--- config.mk ---
export PLATFORM = sky130hd
export DESIGN_NAME = adder_arbiter
export DESIGN_NICKNAME = d
export VERILOG_FILES = /design/src/rtl/adder_arb_pkg.sv /design/src/rtl/adder_csel.sv /design/src/rtl/adder_rr_pick.sv /design/src/rtl/adder_arbiter.sv
export SDC_FILE = /design/constraint.sdc
export NUM_CORES = 1
export LEC_CHECK = 0
export ABC_AREA = 1
export BUFFER_PORTS_ARGS = -buffer_cell sky130_fd_sc_hd__buf_2
export CORE_MARGIN = 2
export CORE_UTILIZATION = 45
export CTS_CLUSTER_SIZE = 8
export DETAILED_ROUTE_END_ITERATION = 6
export PLACE_DENSITY_LB_ADDON = 0.12
export SLEW_MARGIN = 10
export SYNTH_ARGS = -nofsm -noshare
export SYNTH_HDL_FRONTEND = slang
export SYNTH_SLANG_ARGS = --single-unit
--- constraint.sdc ---
create_clock -name clk -period 8.5 [get_ports clk]
set_clock_uncertainty 0.1 [all_clocks]
set_input_delay 0.425 -clock clk [delete_from_list [all_inputs] [get_ports clk]]
set_output_delay 0.425 -clock clk [all_outputs]
set_load 0.02 [all_outputs]
--- src/rtl/adder_arb_pkg.sv ---
// Shared types and constants for the adder arbiter: FSM state encoding,
// default geometry and the cap on consecutive locked grants.
package adder_arb_pkg;

    typedef enum logic [1:0] {
        IDLE = 2'd0,
        EXEC = 2'd1,
        HOLD = 2'd2
    } state_t;

    localparam int NREQ_DEFAULT = 4;
    localparam int W_DEFAULT    = 32;
    localparam int LOCK_CAP     = 4;

endpackage

--- src/rtl/adder_csel.sv ---
// Gate-level carry-select adder: each BLK-bit block ripples twice (carry-in 0
// and 1) and the incoming block carry picks the precomputed result.
module adder_csel #(
    parameter int W   = 32,
    parameter int BLK = 4
) (
    input  logic [W-1:0] a,
    input  logic [W-1:0] b,
    output logic [W-1:0] sum,
    output logic         cout
);

    localparam int NBLK = (W + BLK - 1) / BLK;
    localparam int WP   = NBLK * BLK;

    logic [WP-1:0]  a_pad;
    logic [WP-1:0]  b_pad;
    logic [WP-1:0]  p_pad;
    logic [WP-1:0]  g_pad;
    logic [BLK-1:0] s0_blk [NBLK];
    logic [BLK-1:0] s1_blk [NBLK];
    logic [NBLK-1:0] co0_blk;
    logic [NBLK-1:0] co1_blk;
    logic [WP-1:0]  s_pad;
    logic           c_sel;
    logic [WP:0]    full;

    assign a_pad = WP'(a);
    assign b_pad = WP'(b);
    assign p_pad = a_pad ^ b_pad;
    assign g_pad = a_pad & b_pad;

    genvar gi;
    generate
        for (gi = 0; gi < NBLK; gi++) begin : g_blk
            logic [BLK-1:0] pb;
            logic [BLK-1:0] gb;
            logic [BLK-1:0] s0;
            logic [BLK-1:0] s1;
            logic           co0;
            logic           co1;

            assign pb = p_pad[gi*BLK +: BLK];
            assign gb = g_pad[gi*BLK +: BLK];

            always_comb begin
                co0 = 1'b0;
                co1 = 1'b1;
                s0  = '0;
                s1  = '0;
                for (int j = 0; j < BLK; j++) begin
                    s0[j] = pb[j] ^ co0;
                    co0   = gb[j] | (pb[j] & co0);
                    s1[j] = pb[j] ^ co1;
                    co1   = gb[j] | (pb[j] & co1);
                end
            end

            assign s0_blk[gi]  = s0;
            assign s1_blk[gi]  = s1;
            assign co0_blk[gi] = co0;
            assign co1_blk[gi] = co1;
        end
    endgenerate

    // Select chain across blocks; padding bits are zero, so bit W of the
    // padded result is exactly the carry out of bit W-1.
    always_comb begin
        s_pad = '0;
        c_sel = 1'b0;
        for (int bk = 0; bk < NBLK; bk++) begin
            s_pad[bk*BLK +: BLK] = c_sel ? s1_blk[bk] : s0_blk[bk];
            c_sel = co0_blk[bk] | (c_sel & co1_blk[bk]);
        end
    end

    assign full = {c_sel, s_pad};
    assign sum  = full[W-1:0];
    assign cout = full[W];

endmodule

--- src/rtl/adder_rr_pick.sv ---
// Round-robin picker: scans req_valid starting at pointer p, ascending modulo
// NREQ, and returns a one-hot grant for the first valid requester (or zero).
module adder_rr_pick
    import adder_arb_pkg::*;
#(
    parameter int NREQ = NREQ_DEFAULT
) (
    input  logic [NREQ-1:0]         req_valid,
    input  logic [$clog2(NREQ)-1:0] p,
    output logic [NREQ-1:0]         grant
);

    logic found;

    always_comb begin
        grant = '0;
        found = 1'b0;
        for (int k = 0; k < NREQ; k++) begin
            int j;
            j = int'(p) + k;
            if (j >= NREQ) begin
                j = j - NREQ;
            end
            if (!found && req_valid[j]) begin
                grant[j] = 1'b1;
                found    = 1'b1;
            end
        end
    end

endmodule

--- src/rtl/adder_arbiter.sv ---
// Round-robin arbiter in front of one shared adder (IDLE -> EXEC -> HOLD).
// Optional sticky-grant lock enabled by defining ADDER_ARB_LOCK_EN.
module adder_arbiter
    import adder_arb_pkg::*;
#(
    parameter int NREQ = NREQ_DEFAULT,
    parameter int W    = W_DEFAULT
) (
    input  logic                    clk,
    input  logic                    rst,
    input  logic [NREQ-1:0]         req_valid,
    input  logic [NREQ*W-1:0]       req_a,
    input  logic [NREQ*W-1:0]       req_b,
`ifdef ADDER_ARB_LOCK_EN
    input  logic [NREQ-1:0]         req_lock,
`endif
    output logic [NREQ-1:0]         req_ready,
    output logic                    rsp_valid,
    output logic [$clog2(NREQ)-1:0] rsp_id,
    output logic [W-1:0]            rsp_sum,
    output logic                    rsp_cout,
    input  logic                    rsp_ready
);

    localparam int IDW = $clog2(NREQ);

    state_t          state_reg;
    logic [IDW-1:0]  p_reg;
    logic [IDW-1:0]  p_next;
    logic [W-1:0]    a_reg;
    logic [W-1:0]    b_reg;
    logic [IDW-1:0]  id_reg;
    logic            rsp_valid_reg;
    logic [IDW-1:0]  rsp_id_reg;
    logic [W-1:0]    rsp_sum_reg;
    logic            rsp_cout_reg;

    logic [NREQ-1:0] grant;
    logic [IDW-1:0]  gnt_idx;
    logic [IDW-1:0]  p_inc;
    logic [W-1:0]    a_mask [NREQ];
    logic [W-1:0]    b_mask [NREQ];
    logic [W-1:0]    a_sel;
    logic [W-1:0]    b_sel;
    logic [W-1:0]    add_sum;
    logic            add_cout;

    adder_rr_pick #(.NREQ(NREQ)) u_pick (
        .req_valid (req_valid),
        .p         (p_reg),
        .grant     (grant)
    );

    adder_csel #(.W(W)) u_add (
        .a    (a_reg),
        .b    (b_reg),
        .sum  (add_sum),
        .cout (add_cout)
    );

    assign req_ready = (state_reg == IDLE && !rst) ? grant : '0;

    genvar gi;
    generate
        for (gi = 0; gi < NREQ; gi++) begin : g_opmux
            assign a_mask[gi] = grant[gi] ? req_a[gi*W +: W] : '0;
            assign b_mask[gi] = grant[gi] ? req_b[gi*W +: W] : '0;
        end
    endgenerate

    always_comb begin
        a_sel   = '0;
        b_sel   = '0;
        gnt_idx = '0;
        for (int i = 0; i < NREQ; i++) begin
            a_sel = a_sel | a_mask[i];
            b_sel = b_sel | b_mask[i];
            if (grant[i]) begin
                gnt_idx = IDW'(i);
            end
        end
    end

    assign p_inc = (gnt_idx == IDW'(NREQ - 1)) ? '0 : gnt_idx + 1'b1;

`ifdef ADDER_ARB_LOCK_EN
    localparam int CW = $clog2(LOCK_CAP + 1);

    logic [CW-1:0]  lock_cnt_reg;
    logic [CW-1:0]  lock_cnt_next;
    logic [CW-1:0]  lock_cnt_inc;
    logic [IDW-1:0] lock_id_reg;
    logic           lock_hit;

    assign lock_hit     = |(grant & req_lock);
    // A locked streak only continues while the same requester keeps winning.
    assign lock_cnt_inc = (lock_cnt_reg != '0 && lock_id_reg == gnt_idx) ?
                          lock_cnt_reg + CW'(1) : CW'(1);

    always_comb begin
        p_next        = p_inc;
        lock_cnt_next = '0;
        if (lock_hit && lock_cnt_inc < CW'(LOCK_CAP)) begin
            p_next        = gnt_idx;
            lock_cnt_next = lock_cnt_inc;
        end
    end

    always_ff @(posedge clk) begin
        if (rst) begin
            lock_cnt_reg <= '0;
            lock_id_reg  <= '0;
        end else if (state_reg == IDLE && |grant) begin
            lock_cnt_reg <= lock_cnt_next;
            lock_id_reg  <= gnt_idx;
        end
    end
`else
    assign p_next = p_inc;
`endif

    always_ff @(posedge clk) begin
        if (rst) begin
            state_reg     <= IDLE;
            p_reg         <= '0;
            rsp_valid_reg <= 1'b0;
            rsp_sum_reg   <= '0;
            rsp_cout_reg  <= 1'b0;
            rsp_id_reg    <= '0;
        end else begin
            case (state_reg)
                IDLE: begin
                    if (|grant) begin
                        a_reg     <= a_sel;
                        b_reg     <= b_sel;
                        id_reg    <= gnt_idx;
                        p_reg     <= p_next;
                        state_reg <= EXEC;
                    end
                end
                EXEC: begin
                    rsp_sum_reg   <= add_sum;
                    rsp_cout_reg  <= add_cout;
                    rsp_id_reg    <= id_reg;
                    rsp_valid_reg <= 1'b1;
                    state_reg     <= HOLD;
                end
                HOLD: begin
                    if (rsp_ready) begin
                        rsp_valid_reg <= 1'b0;
                        state_reg     <= IDLE;
                    end
                end
                default: state_reg <= IDLE;
            endcase
        end
    end

    assign rsp_valid = rsp_valid_reg;
    assign rsp_id    = rsp_id_reg;
    assign rsp_sum   = rsp_sum_reg;
    assign rsp_cout  = rsp_cout_reg;

endmodule

==> reports/metrics.yaml <==
clkPwrFrac_pct: 10.5
synthFlopType: "edfxtp_1"
wirelength_um: 19000
coreArea_um2: 15100
first_pass_iters: 5
required_ns: 8.37
fin_nets: 1505
gr-usage-all-layers_pct: 22.8
cts_sinks: 106
area_growth_pct: 27.2
swShare_pct: 48.9
synth_top_area_cell: "edfxtp_1"
share_seq_of_total_power_pct: 26.5
cts_buffers: 9
drt-initial-drc-count: 381
powerDensity_nw_per_um2: 447
place_congestion: 0.846
antenna_left: 0
rrSetupSlack_ns: 4.66
hold_start: "rsp_ready"
ys_seq_area_share_pct: 40.1
layout_min_cycle_time_ns: 3.84
p_sw_w: 0.00193
grt_pass1_wl_um: 29300
synth_cells: 920
wl_per_cell_um: 13.7
synth.distinct_cells: 35
std_cell_rows: 45
tns_ns: 0
fmax_ghz: 0.261
dieHeight_um: 128
crit_path_end_kind: "flip-flop"
antenna_found_initial: 1
synth_edf_count: 66
status: "completed"
worstSetupStartpointType: "flip-flop"
vias: 6865
arrival_ns: 3.71
cts_setup_buffers: 0
syn_nets: 1226
p_leak_nw: 4.53
crit_type: "reg -> reg"
worstReg2RegEnd: "b_reg[14]$_DFFE_PP_"
drcViolationCount: 0
r2r_start: "p_reg[0]$_SDFFE_PP0P_"
hold_viol: 0
cts-root-buf: "clkbuf_16"
grt_pass1_vias: 6011
hpwl_um: 14600
min_path_type: "in -> reg"
critPathMaxFanout: 67
initial_core_util_pct: 45.8
port_buffers: 302
drive_gt1_share_pct: 30.1
fp.dieArea_um2: 16400
rsz0062_at_grt: "false"
ys_seq_elements: 106
grt-ovfl-total: 0
fin_crit_sh_pct: 45.1
maxCapViolations: 0
clkTransAtPathRegs_ns: 0.07
slew_viol_final: 0
cts_resized: 0
avgSynthCellArea_um2: 7.54
cts_buffer_depth: 2
setup_violations: 0
cts_tree: "done"
timing.slew.headroom_pct: 35.5
synthArstFlopShare_pct: 0
worstSkewPairLatency_ns: 0.34
postCtsHoldBufs: 0
power_frac_comb_pct: 63.1
ir_worst_vdd_mv: 0.220
synth_area_leaders: "edfxtp_1 29%, nand2_1 18%, dfxtp_1 12%, ha_1 7.2%, nand4_1 5.8%"
grt_max_degree: 68
yosysWarnings: 0
r2r_cells: 13
worst_pin_slew_ns: 0.966
htreeDepth: 3
synth_top_area_share_pct: 28.6
cellInternalPower_w: 0.00202
hold_depth: 2
ioPinCount: 303
finalPower_w: 0.00395
die_w_um: 128
synth_area_um2: 6940
via_per_inst: 4.93
whs_endpoint: "rsp_valid$_SDFFE_PP0P_"
[cells by family after synthesis]
logic type / synth area share (%)
buffers and inverters: 8.95
DFF: 40.1
xor gates and xnor gates: 1.37
and+or+nand+nor: 32.2
adders and majority gates: 8.08
AOI/OAI and AO/OA: 9.29
[worst max path at each step]
stage                                startpoint                  end
after floorplan           p_reg[0]$_SDFFE_PP0P_   a_reg[0]$_DFFE_PP_
after global placement    p_reg[0]$_SDFFE_PP0P_  a_reg[18]$_DFFE_PP_
after detailed placement  p_reg[0]$_SDFFE_PP0P_  b_reg[15]$_DFFE_PP_
after CTS                 p_reg[0]$_SDFFE_PP0P_  b_reg[17]$_DFFE_PP_
after global routing      p_reg[0]$_SDFFE_PP0P_   b_reg[2]$_DFFE_PP_
final                     p_reg[0]$_SDFFE_PP0P_  b_reg[14]$_DFFE_PP_
[routing by layer]
metal	track usage, %	up-vias	share of wire, %	wire, um
met5	0	-	0	0
met4	8.79	0	2.5	467
met3	4.01	28	5.5	1060
met2	38.3	212	48	9100
met1	29.3	3052	44	8420
li1	-	3573	-	-
[critical path: stages (launching register included)]
cell and delay (ns):
dfxtp_1 0.44, inv_2 0.11, ha_1 0.31, inv_1 0.11
nor2_1 0.06, a211oi_1 0.22, nand2_1 0.20, o21ai_4 0.16
buf_4 0.58, inv_1 0.15, nand2_2 0.12, o21ai_2 0.10
nor2_4 0.09, buf_4 0.65
[cells in the final DEF (no fill, tap or decap), drive strengths merged]
master,instances
a211oi,2
a21o,3
a21oi,38
a31o,1
buf,307
bufinv,1
clkbuf,10
clkinv,4
clkinvlp,1
dfxtp,40
diode,1
edfxtp,66
fa,3
ha,40
inv,107
nand2,351
nand3,20
nand4,64
nor2,73
o211ai,1
o21ai,43
o21bai,3
o221ai,13
o22ai,3
xor2,10
[synthesized netlist by cell type, types with 5 or more instances]
cell type	instances
xor2_1	9
a21oi_1	34
buf_6	6
ha_1	40
o221ai_1	13
nand2_1	333
nand3_1	19
inv_2	5
inv_1	102
nand2_4	8
dfxtp_1	40
nand4_1	64
clkbuf_1	14
nor2_1	72
nand2_2	7
edfxtp_1	66
buf_2	16
o21ai_0	34
o21ai_1	6
[power groups by stage]
| stage | clock network (W) | logic (W) | registers [W] |
|---|---|---|---|
| after floorplan | 0 | 0.00185 | 0.00112 |
| after global routing | 0.000441 | 0.00284 | 0.00107 |
| after global placement | 0 | 0.00248 | 0.00105 |
| after CTS | 0.000423 | 0.00252 | 0.00105 |
| final | 0.000413 | 0.00249 | 0.00104 |
| after detailed placement | 0 | 0.00251 | 0.00106 |
[through the flow]
stage / hold WS [ns] / utilization [%] / instances / setup WS (ns) / instance area, um2
2_1_floorplan: 0.369 / - / 920 / 3.50 / 6940
3_3_place_gp: 0.357 / 56.3 / 1376 / 4.72 / 8530
3_5_place_dp: 0.366 / 56.3 / 1376 / 4.67 / 8530
4_1_cts: 0.156 / 58.3 / 1392 / 4.65 / 8820
5_1_grt: 0.177 / 58.3 / 1392 / 4.29 / 8820
6_report: 0.168 / 58.3 / 1393 / 4.66 / 8830
[layout make-up]
class                           instances  area, um2
Antenna cell                            1       2.50
Clock buffer                           10        239
Timing Repair Buffer                  307       1550
Inverter                              107        402
Sequential cell                       106       2780
Tap cell                              188        235
Fill cell                            1483       6320
Multi-Input combinational cell        668       3560
Clock inverter                          6       56.3
No activity file was read; power rests on OpenSTA's default activity.
